**config.mk**
```make
export PLATFORM = sky130hd
export DESIGN_NAME = spec_hc_addsub_vl
export DESIGN_NICKNAME = d
export VERILOG_FILES = /design/src/rtl/spec_hc_pkg.sv /design/src/rtl/spec_hc_core.sv /design/src/rtl/spec_hc_addsub_vl.sv
export SDC_FILE = /design/constraint.sdc
export NUM_CORES = 1
export LEC_CHECK = 0
export ABC_AREA = 1
export CORE_MARGIN = 2
export CORE_UTILIZATION = 53
export CTS_CLUSTER_DIAMETER = 120
export DETAILED_ROUTE_END_ITERATION = 8
export GPL_TIMING_DRIVEN = 0
export PLACE_DENSITY_LB_ADDON = 0.08
export REMOVE_ABC_BUFFERS = 1
export SYNTH_ARGS = -nofsm -noshare
export SYNTH_HDL_FRONTEND = slang
export SYNTH_SLANG_ARGS = --single-unit
```
**constraint.sdc**
```tcl
create_clock -name clk -period 6.25 [get_ports clk]
set_input_delay 1.875 -clock clk [delete_from_list [all_inputs] [get_ports clk]]
set_output_delay 1.875 -clock clk [all_outputs]
set_load 0.005 [all_outputs]
```
**src/rtl/spec_hc_pkg.sv**
```systemverilog
// Shared types and the windowed-carry helper for the speculative add/sub unit.
package spec_hc_pkg;

  typedef enum logic [1:0] {
    IDLE = 2'd0,
    EVAL = 2'd1,
    FIX  = 2'd2
  } state_t;

  localparam int SPEC_WIN_DEF = 8;
  localparam int WIN_MAX      = 64;

  // Carry into bit i seen by a window of at most 'win' bits below it; cin only reaches
  // bits close enough to the LSB that the window still covers bit 0.
  function automatic logic win_carry(input logic [WIN_MAX-1:0] p,
                                     input logic [WIN_MAX-1:0] g,
                                     input logic               cin,
                                     input int                 i,
                                     input int                 win);
    logic c;
    int   lo;
    lo = (i > win) ? i - win : 0;
    c  = (i <= win) ? cin : 1'b0;
    for (int j = 0; j < WIN_MAX; j++) begin
      if (j >= lo && j < i) c = g[j] | (p[j] & c);
    end
    return c;
  endfunction

endpackage

```
**src/rtl/spec_hc_core.sv**
```systemverilog
// Combinational carry network: windowed speculative prefix alongside a full exact prefix.
module spec_hc_core
  import spec_hc_pkg::*;
#(
  parameter int WIDTH    = 16,
  parameter int SPEC_WIN = SPEC_WIN_DEF
) (
  input  logic [WIDTH-1:0] a,
  input  logic [WIDTH-1:0] b_eff,
  input  logic             cin_eff,
  output logic [WIDTH-1:0] spec_sum,
  output logic             spec_cout,
  output logic [WIDTH-1:0] exact_sum,
  output logic             exact_cout,
  output logic [WIDTH:0]   spec_c,
  output logic [WIDTH:0]   exact_c,
  output logic             err
);

  logic [WIDTH-1:0]   p, g;
  logic [WIN_MAX-1:0] p_w, g_w;
  logic [WIDTH-1:0]   gk, pk, gn, pn;

  assign p = a ^ b_eff;
  assign g = a & b_eff;

  always_comb begin
    p_w = '0;
    g_w = '0;
    p_w[WIDTH-1:0] = p;
    g_w[WIDTH-1:0] = g;
    spec_c    = '0;
    spec_c[0] = cin_eff;
    for (int i = 1; i <= WIDTH; i++) begin
      spec_c[i] = win_carry(p_w, g_w, cin_eff, i, SPEC_WIN);
    end
  end

  // Full log-depth prefix; cin is folded into bit 0's generate.
  always_comb begin
    gk    = g;
    pk    = p;
    gk[0] = g[0] | (p[0] & cin_eff);
    gn    = gk;
    pn    = pk;
    for (int d = 1; d < WIDTH; d = d * 2) begin
      gn = gk;
      pn = pk;
      for (int j = d; j < WIDTH; j++) begin
        gn[j] = gk[j] | (pk[j] & gk[j-d]);
        pn[j] = pk[j] & pk[j-d];
      end
      gk = gn;
      pk = pn;
    end
    exact_c = {gk, cin_eff};
  end

  assign spec_sum   = p ^ spec_c[WIDTH-1:0];
  assign spec_cout  = spec_c[WIDTH];
  assign exact_sum  = p ^ exact_c[WIDTH-1:0];
  assign exact_cout = exact_c[WIDTH];
  assign err        = ({spec_cout, spec_sum} != {exact_cout, exact_sum});

endmodule

```
**src/rtl/spec_hc_addsub_vl.sv**
```systemverilog
// Variable-latency add/sub wrapper around spec_hc_core with valid/ready on both sides.
// Optional saturating mis-speculation counter enabled by SPEC_HC_ERR_CNT_EN.
//
//   state | meaning
//   IDLE  | no operands held, ready to accept
//   EVAL  | operands held; speculative result offered unless it is wrong
//   FIX   | exact result offered after a mis-speculation
module spec_hc_addsub_vl
  import spec_hc_pkg::*;
#(
  parameter int WIDTH    = 16,
  parameter int SPEC_WIN = SPEC_WIN_DEF
) (
  input  logic             clk,
  input  logic             rst,
  input  logic             in_valid,
  output logic             in_ready,
  input  logic [WIDTH-1:0] in_a,
  input  logic [WIDTH-1:0] in_b,
  input  logic             in_sub,
  input  logic             in_cin,
  output logic             out_valid,
  input  logic             out_ready,
  output logic [WIDTH-1:0] out_sum,
  output logic             out_cout,
  output logic             out_ovf,
  output logic             out_corrected
`ifdef SPEC_HC_ERR_CNT_EN
  ,
  output logic [15:0]      err_count
`endif
);

  state_t           state, state_nxt;
  logic [WIDTH-1:0] a_q, b_q;
  logic             cin_q;
  logic             accept;
  logic             use_fix;

  logic [WIDTH-1:0] spec_sum, exact_sum;
  logic             spec_cout, exact_cout, err;
  logic [WIDTH:0]   spec_c, exact_c;

  spec_hc_core #(
    .WIDTH    (WIDTH),
    .SPEC_WIN (SPEC_WIN)
  ) u_core (
    .a          (a_q),
    .b_eff      (b_q),
    .cin_eff    (cin_q),
    .spec_sum   (spec_sum),
    .spec_cout  (spec_cout),
    .exact_sum  (exact_sum),
    .exact_cout (exact_cout),
    .spec_c     (spec_c),
    .exact_c    (exact_c),
    .err        (err)
  );

  always_ff @(posedge clk) begin
    if (rst) state <= IDLE;
    else     state <= state_nxt;
  end

  always_ff @(posedge clk) begin
    if (rst) begin
      a_q   <= '0;
      b_q   <= '0;
      cin_q <= 1'b0;
    end else if (accept) begin
      a_q   <= in_a;
      b_q   <= in_b ^ {WIDTH{in_sub}};
      cin_q <= in_sub | in_cin;
    end
  end

  always_comb begin
    state_nxt = state;
    out_valid = 1'b0;
    use_fix   = 1'b0;
    unique case (state)
      IDLE: begin
        if (accept) state_nxt = EVAL;
      end
      EVAL: begin
        if (err) begin
          state_nxt = FIX;
        end else begin
          out_valid = 1'b1;
          if (out_ready) state_nxt = accept ? EVAL : IDLE;
        end
      end
      FIX: begin
        out_valid = 1'b1;
        use_fix   = 1'b1;
        if (out_ready) state_nxt = accept ? EVAL : IDLE;
      end
      default: state_nxt = IDLE;
    endcase
  end

  // Combinational through out_ready so a draining result frees the slot in the same cycle.
  assign in_ready = (state == IDLE) | (out_valid & out_ready);
  assign accept   = in_valid & in_ready;

  assign out_sum       = use_fix ? exact_sum  : spec_sum;
  assign out_cout      = use_fix ? exact_cout : spec_cout;
  assign out_ovf       = use_fix ? (exact_c[WIDTH-1] ^ exact_c[WIDTH])
                                 : (spec_c[WIDTH-1] ^ spec_c[WIDTH]);
  assign out_corrected = use_fix;

`ifdef SPEC_HC_ERR_CNT_EN
  always_ff @(posedge clk) begin
    if (rst) begin
      err_count <= '0;
    end else if (state == EVAL && err && err_count != 16'hFFFF) begin
      err_count <= err_count + 16'd1;
    end
  end
`endif

endmodule

```
# Word level (Yosys, flattened, before mapping)
# Cells that the tools add are included.
dict set report totals {
  ff_bits 35
  latchBits 0
  ram_bits 0
  rom_bits 0
  out_inout_bits 21
  elab_cells 273
  memories 0
}
dict set report op_classes {
  n_addsub 0
  n_mul 0
  n_div 0
  order_cmp 0
  n_eq_ne 4
  shifts 0
  mux 11
  bitwise 253
  reduce_logical 1
}
# operator count
set op_table {}
lappend op_table {{$and A1 B1 Y1} 140}
lappend op_table {{$or A1 B1 Y1} 106}
lappend op_table {{$xor A16 B16 Y16} 4}
lappend op_table {{$ne A17 B17 Y1} 1}
lappend op_table {{$and A16 B16 Y16} 1}
lappend op_table {{$mux W16} 1}
lappend op_table {{$mux W2} 3}
lappend op_table {{$pmux W2 S3} 1}
lappend op_table {{$mux W1} 5}
lappend op_table {{$eq A2 B1 Y1 const B} 1}
lappend op_table {{$eq A2 B2 Y1 const B} 1}
lappend op_table {{$logic_not A2 Y1} 1}
lappend op_table {{$ne A2 B2 Y1 const B} 1}
lappend op_table {{$pmux W1 S2} 1}
lappend op_table {{$xor A1 B1 Y1} 2}

# Longest topological paths before layout
# Gate-level depths: netlist of the first run.
dict set report depth {
  depth_word 28
  mapped_depth 27
  mapped_depth_nobuf 27
}

# Modules after synthesis
# From an unflattened synthesis of the first run, not the netlist that was laid out.
dict set report hier_totals {
  hier_cells 541
  area_unflattened_um2 3499.6
}
# mod instances cells_each area_each_um2 seq_area_each_um2
set modules_own_cells {}
lappend modules_own_cells {spec_hc_addsub_vl 1 237 1820.5 700.7}
lappend modules_own_cells {spec_hc_core 1 304 1679.1 0.0}

# Worst setup path after synthesis of the first run
# Ideal clock, no wire load.
dict set report synth_path {
  path_kind {reg-to-output}
  startpoint {register a_q[0]}
  endpoint {output port in_ready}
  arrival_time_ns 3.953
  required_time_ns 4.375
  setup_slack_ns 0.422
  stages_incl_launch_ff 22
  path_buffers 0
  path_cell_list {dfxtp_1 fa_1 inv_1 fa_1 fa_1 inv_1 fa_1 inv_1 fa_1 fa_1 fa_1 fa_1 inv_1 nand3_1 nand2_1 nor2_1 nand2_1 nor2_2 nand3_2 nand2_2 nand3_2 nand2_2}
}
dict set report synth_between {
  elab_chain_cells 23
}
# item line_no
set synth_lines {}
lappend synth_lines {{start, declared} spec_hc_addsub_vl.sv:35} ;# logic [WIDTH-1:0] a_q, b_q;
lappend synth_lines {{start signal, assigned} spec_hc_addsub_vl.sv:71} ;# a_q <= in_a;
lappend synth_lines {{$xor A16 B16 Y16} spec_hc_core.sv:24} ;# assign p = a ^ b_eff;
lappend synth_lines {{$and A1 B1 Y1} {spec_hc_pkg.sv:25, spec_hc_core.sv:43}}
lappend synth_lines {{$or A1 B1 Y1} {spec_hc_pkg.sv:25, spec_hc_core.sv:43}}
lappend synth_lines {{$and A1 B1 Y1} {spec_hc_pkg.sv:25, spec_hc_core.sv:50}}
lappend synth_lines {{$or A1 B1 Y1} {spec_hc_pkg.sv:25, spec_hc_core.sv:50}}
lappend synth_lines {{$and A1 B1 Y1} spec_hc_pkg.sv:25} ;# if (j >= lo && j < i) c = g[j] | (p[j] & c);
lappend synth_lines {{$or A1 B1 Y1} spec_hc_pkg.sv:25}
lappend synth_lines {{$and A1 B1 Y1} spec_hc_pkg.sv:25}
lappend synth_lines {{(+7 left out)} --}
lappend synth_lines {{$and A1 B1 Y1} spec_hc_pkg.sv:25}
lappend synth_lines {{$or A1 B1 Y1} spec_hc_pkg.sv:25}
lappend synth_lines {{$xor A16 B16 Y16} spec_hc_core.sv:59} ;# assign spec_sum = p ^ spec_c[WIDTH-1:0];
lappend synth_lines {{$ne A17 B17 Y1 *} spec_hc_core.sv:63} ;# assign err = ({spec_cout, spec_sum} != {exact_cout, exact_sum});
lappend synth_lines {{$mux W1 *} spec_hc_addsub_vl.sv:86} ;# if (err) begin
lappend synth_lines {{$pmux W1 S2 *} spec_hc_addsub_vl.sv:81} ;# unique case (state)
lappend synth_lines {{$and A1 B1 Y1 *} spec_hc_addsub_vl.sv:103} ;# assign in_ready = (state == IDLE) | (out_valid & out_ready);
lappend synth_lines {{$or A1 B1 Y1 *} spec_hc_addsub_vl.sv:103}
lappend synth_lines {{end, declared} spec_hc_addsub_vl.sv:17} ;# output logic in_ready,
# Mark *: on every way between the ends. The rest lies on a longest branch, timed or not.

# Worst setup path in the final report of the first run
# Same ends and word-level chain as after synthesis.

==> results.cfg, run 1 <==
[place]
place_hpwl_um = 5450
gp_congestion = 0.917
post-place-ws_ns = -0.433
placed_cells = 560
port_buffers = 58

[synthesis]
post_synth_most_frequent_cells = nand2_1 (110), inv_1 (60), nor2_1 (45)
synth_cells = 445
most_numerous_cell_in_the_yosys_netlist = nand2_1
synth_largest_type_area_fraction = 0.227
postSynthAreaPerCell_sq_um = 6.94
synth-edff-count = 0
netlist-cell-type-count = 37
synth-main-ff-cell = dfxtp_1
synth-seq-area-share = 0.227
yosysWarningCount = 0
synth.ff_latch_count = 35
synth_area_leaders = dfxtp_1 (23%), nand2_1 (13%), ha_1 (7.7%)
syn-cell-area_sq_um = 3090
synth_largest_area_cell = dfxtp_1
synth_async_sr_flop_share = 0

[power]
total_leakage_power_uw = 0.00175
power.ir.vdd_worst_uv = 164
report.power.total_uw = 1120
power_density_nw_per_um2 = 295

[status]
failing_checks = setup timing
status = complete, but fails checks

[floorplan]
core-area_sq_um = 5570
num_rows = 27
dieArea_sq_um = 6450
floorplan.die.height_um = 80.3
io_pins = 59
dieWidth_um = 80.3
effective_utilization_at_floorplan = 0.554

[grt]
grt_remaining_overflow = 0
total_global_route_track_usage = 0.236
grt_antenna_before_repair = 0
grt_pass1_vias = 2853
grt_max_degree = 38
global_route_wire_length_before_repair_um = 12200

[clock_tree]
clock_insertion_delay_worst_skew_ns = 0.29
cts_inserted_buffers = 5
clock_tree_from_tritoncts = yes
cts.reportedPaths.clkPinSlew_ns = 0.07
hold_buffers = 0
htree_levels = 2
cts_buffer_depth = 2
cts.sinks = 35
cts_root_buf = clkbuf_8

[layout]
final_layout_size_suffix_gt1_frac = 0.134
finish.cell_count_without_fillers = 571
num_antenna_cells = 0
area.growth.synth_to_final_pct = 23.1
design.final.nets = 564
multi_input_area_sq_um = 2070
finalCoreUtilization = 0.681
fill_cells = 506
flip_flop_and_latch_area_sq_um = 704

[timing]
slew_margin_rel = 0.227
report.final.slew_viol_count = 0
timing_worst_slew_pin_value_ns = 1.16
hold_viol = 0
skew_ns = 0.00524
period_minus_slack_ns = 6.25
max_freq_mhz = 160
postLayoutSetupSlackWorst_ns = -0.00408
setup_viol = 1
worst_hold_margin_ns = 0.476
grt_setup_unrepaired = yes
fin_crit_sh = 1.00

[critical_path]
slowest_stage = fa_1
worst_ep_required_time_ns = 4.38
critical_path.max_fanout = 3
r2r_setup_slack_ns = 1.06
cp-startpoint = a_q[0]$_SDFFE_PP0N_
timing.critical_path.from_type = flop
end_kind = output pin
critical_path_class = reg2out
timing.rr.start = a_q[0]$_SDFFE_PP0N_
critPathBufInv = 5
longest_individual_stage_delay_on_the_worst_path_ns = 0.52
dominant_cell_type_by_count_on_the_critical_path = fa_2
critical_path.top_delay_family = adder cells
data_arrival_time_at_the_worst_slack_endpoint_ns = 4.38
chain_of_cells_forming_the_critical_path = fa_2, inv_2, fa_2, fa_2, inv_2, fa_1, inv_1, fa_2, fa_2, fa_2, fa_1, inv_1, nand3_1, nand2_1, nor2_1, nand2_1, nor2_2, nand3_2, nand2_2, nand3_2, nand2_2, buf_6

[route]
drt_first_iter_violations = 172
remaining_drc_errors = 0
detailroute.via_count = 2988
drtAntennaViolNets = 0
first_pass_iters = 4
routed_via_density = 5.23
wl_um = 7100
routed_wire_length_per_instance_um = 12.4

[flow_run]
max_cap_check_violation_count = 0

[worst_hold_path]
min_from = a_q[10]$_SDFFE_PP0N_
hold_path_class = reg2reg
where the power goes:
part           total [uW]  leakage (uW)  switching [uW]  internal (uW)
sequential            296      0.000290            28.7            267
combinational         654       0.00142             357            297
clock                 170     0.0000470            83.2           86.5
area by class of cell:
class | instances | area share
inverter | 64 | 0.0639
timing repair buffer | 62 | 0.158
sequential | 35 | 0.185
clock inverter | 1 | 0.00132
clock buffer | 6 | 0.0217
multi-input combinational | 331 | 0.545
tap | 72 | 0.0237
worst register-to-register path: stages, from the launching register on:
cell,delay [ns]
dfxtp_2,0.35
fa_2,0.26
inv_2,0.05
fa_2,0.35
fa_2,0.34
inv_2,0.06
fa_1,0.15
inv_1,0.05
fa_2,0.34
fa_2,0.35
fa_2,0.35
fa_1,0.52
inv_1,0.05
nand3_1,0.07
nand2_1,0.07
nor2_1,0.10
nand2_1,0.08
nor2_2,0.14
nand3_2,0.09
nand2_2,0.08
nand3_2,0.07
nand2_2,0.08
buf_4,0.10
buf_4,0.10
nand2_4,0.22
inv_4,0.43
nor2_1,0.10
a211oi_2,0.15
path summary, 6_finish.rpt:
path	to	cells past startpoint
min reg2reg	a_q[10]$_SDFFE_PP0N_	2
max reg2reg	b_q[14]$_SDFFE_PP0N_	27
min	a_q[10]$_SDFFE_PP0N_	2
max	in_ready	22
cell families after synthesis:
group / Yosys count / share of synthesized area
compound gates: 70 / 0.174
xor+xnor: 25 / 0.0709
fa+ha+maj: 27 / 0.129
buf+inv: 79 / 0.107
flops: 35 / 0.227
mux: 1 / 0.00324
simple gates: 208 / 0.289
routing by layer:
metal | vias up | part of all wire | global-route usage
met5 | - | 0 | 0
met4 | 0 | 0.012 | 0.0627
met3 | 8 | 0.036 | 0.0348
met2 | 57 | 0.48 | 0.414
met1 | 1379 | 0.48 | 0.300
li1 | 1544 | - | -
sequential cells by signal, summed over array words and instances (netlist names):
signal  flops
a_q        16
state       2
cin_q       1
b_q        16
cell usage in the layout, fill, tap and decap left out, types with 2 or more instances in the layout:
cell,synthesis,layout
fa_1,8,2
o21ai_0,11,11
fa_2,0,6
o221ai_1,2,2
clkdlybuf4s50_1,0,55
nand4_1,5,5
nand2_1,110,110
a21oi_1,23,23
nand2_2,9,9
buf_4,1,4
nand3_2,3,3
buf_2,3,2
nor2_1,45,45
xor2_1,15,15
a211oi_2,16,16
dfxtp_1,35,32
a211oi_1,6,6
ha_1,19,19
nand3_1,27,27
inv_1,60,58
clkbuf_8,0,6
nor2_2,3,3
a21oi_2,4,4
nor3_1,4,4
inv_2,3,5
dfxtp_2,0,3
o21bai_1,2,2
xnor2_1,10,10
stage by stage:
stage / TNS, ns / instance area, sq um
finish: -0.00408 / 3800
detailed placement: -0.834 / 3670
global route: -0.579 / 3800
floorplan: 0 / 3000
CTS: -0.371 / 3780
global placement: -0.828 / 3670
what timing repair did:
item                                    4_1_cts  5_1_grt
gates resized for setup                      19        1
pin swaps                                    10       11
endpoints found under the setup margin        4        4
setup buffers                                 2        2
Power figures use the tool's default switching activity.
==> inputs of run 2 (changes only) <==
Settings changed: SKIP_CTS_REPAIR_TIMING set to 1.
==> results.cfg, run 2 (same netlist as run 1, synthesis figures left out) <==
[timing]
timing_worst_slew_pin_value_ns = 1.15
slew_margin_rel = 0.233
report.final.slew_viol_count = 0
hold_viol = 0
grt_setup_unrepaired = yes
skew_ns = 0.00691
max_freq_mhz = 159
fin_crit_sh = 1.01
postLayoutSetupSlackWorst_ns = -0.0425
period_minus_slack_ns = 6.29
fin_setup_tns_ns = -0.0425
setup_viol = 1

[power]
power.ir.vdd_worst_uv = 163
total_leakage_power_uw = 0.00175
power_density_nw_per_um2 = 294
report.power.total_uw = 1110

[clock_tree]
cts.reportedPaths.clkPinSlew_ns = 0.07
htree_levels = 2
cts_buffer_depth = 2
clock_insertion_delay_worst_skew_ns = 0.29
cts_inserted_buffers = 5
cts_root_buf = clkbuf_8
clock_tree_from_tritoncts = yes
cts.sinks = 35

[layout]
multi_input_area_sq_um = 2070
commonest_non_fill_non_tap_cell_in_the_layout = nand2_1
area.growth.synth_to_final_pct = 22.5
flip_flop_and_latch_area_sq_um = 704
layout.cells.most_common_list = nand2_1 (110), inv_1 (58), clkdlybuf4s50_1 (54)
num_antenna_cells = 0
design.final.nets = 561
fill_cells = 503
final_layout_size_suffix_gt1_frac = 0.131
reg_top3 = a_q x16, b_q x16, state x2

[critical_path]
crit_end = in_ready
longest_individual_stage_delay_on_the_worst_path_ns = 0.56
dominant_cell_type_by_count_on_the_critical_path = fa_2
timing.rr.start = cin_q$_SDFFE_PP0N_
end_kind = output pin
timing.critical_path.from_type = flop
r2r_setup_slack_ns = 1.22
worst-r2r-cell-count = 25
cp-startpoint = cin_q$_SDFFE_PP0N_
critical_path.max_fanout = 3
data_arrival_time_at_the_worst_slack_endpoint_ns = 4.42
chain_of_cells_forming_the_critical_path = fa_2, inv_2, fa_2, fa_2, inv_2, fa_1, inv_1, fa_2, fa_2, fa_2, fa_2, inv_1, nand3_1, nand2_1, nor2_1, nand2_1, nor2_2, nand3_2, nand2_2, nand3_2, nand2_2, buf_6
critical_path_class = reg2out
r2r-end = b_q[14]$_SDFFE_PP0N_
slowest_stage = fa_2
worst_ep_required_time_ns = 4.38

[route]
wl_um = 7060
routed_via_density = 5.25
detailroute.via_count = 2980
first_pass_iters = 4
drt_first_iter_violations = 184
remaining_drc_errors = 0
routed_wire_length_per_instance_um = 12.4
drtAntennaViolNets = 0

[floorplan]
effective_utilization_at_floorplan = 0.554
io_pins = 59
num_rows = 27
dieWidth_um = 80.3
floorplan.die.height_um = 80.3
core-area_sq_um = 5570
dieArea_sq_um = 6450

[grt]
grt_pass1_vias = 2827
total_global_route_track_usage = 0.235
grt_max_degree = 38
grt_antenna_before_repair = 0
grt_remaining_overflow = 0
global_route_wire_length_before_repair_um = 12100

[status]
failing_checks = setup timing
status = complete, but fails checks

[flow_run]
max_cap_check_violation_count = 0

[worst_hold_path]
hold_path_class = reg2reg

[place]
gp_congestion = 0.917
place_hpwl_um = 5450
port_buffers = 58
## run 2: cell type report
class | instances | area share
Tap cell | 72 | 0.0238
Timing Repair Buffer | 59 | 0.154
Sequential cell | 35 | 0.186
Clock inverter | 1 | 0.00132
Inverter | 64 | 0.0642
Multi-Input combinational cell | 331 | 0.549
Clock buffer | 6 | 0.0218
## run 2: stage by stage
step | hold slack [ns] | instance area, sq um | cells | util | worst slack, ns
after floorplan | 0.444 | 3000 | 430 | - | 0.416
after global placement | 0.458 | 3670 | 560 | 0.659 | -0.431
after detailed placement | 0.463 | 3670 | 560 | 0.658 | -0.433
after CTS | 0.473 | 3750 | 567 | 0.673 | -0.764
after global routing | 0.491 | 3780 | 568 | 0.678 | -0.301
final | 0.477 | 3780 | 568 | 0.678 | -0.0425
## run 2: worst min-delay path by stage
stage | endpoint | cells past startpoint | slack, ns | from
5_1_grt | a_q[10]$_SDFFE_PP0N_ | 2 | 0.49 | a_q[10]$_SDFFE_PP0N_
4_1_cts | a_q[10]$_SDFFE_PP0N_ | 2 | 0.47 | a_q[10]$_SDFFE_PP0N_
3_3_place_gp | a_q[15]$_SDFFE_PP0N_ | 2 | 0.46 | a_q[15]$_SDFFE_PP0N_
6_report | a_q[10]$_SDFFE_PP0N_ | 2 | 0.48 | a_q[10]$_SDFFE_PP0N_
2_1_floorplan | a_q[10]$_SDFFE_PP0N_ | 2 | 0.44 | a_q[10]$_SDFFE_PP0N_
3_5_place_dp | a_q[10]$_SDFFE_PP0N_ | 2 | 0.46 | a_q[10]$_SDFFE_PP0N_
## run 2: metal layers
metal	GRT usage	wire [um]
met3	0.0337	282
met4	0.0610	83
met2	0.413	3340
met1	0.301	3360
met5	0	0
## run 2: worst max-delay path: cells and delay by family (launching register included)
family	cells	cell delay, ns
and+or+nand+nor	9	0.75
DFF	1	0.35
buffers and inverters	5	0.30
adders and majority gates	8	2.73
## run 2: power breakdown
| part | switching, uW | internal (uW) |
|---|---|---|
| clock | 84.6 | 86.6 |
| combinational | 355 | 288 |
| sequential | 28.7 | 267 |
| total | 468 | 642 |
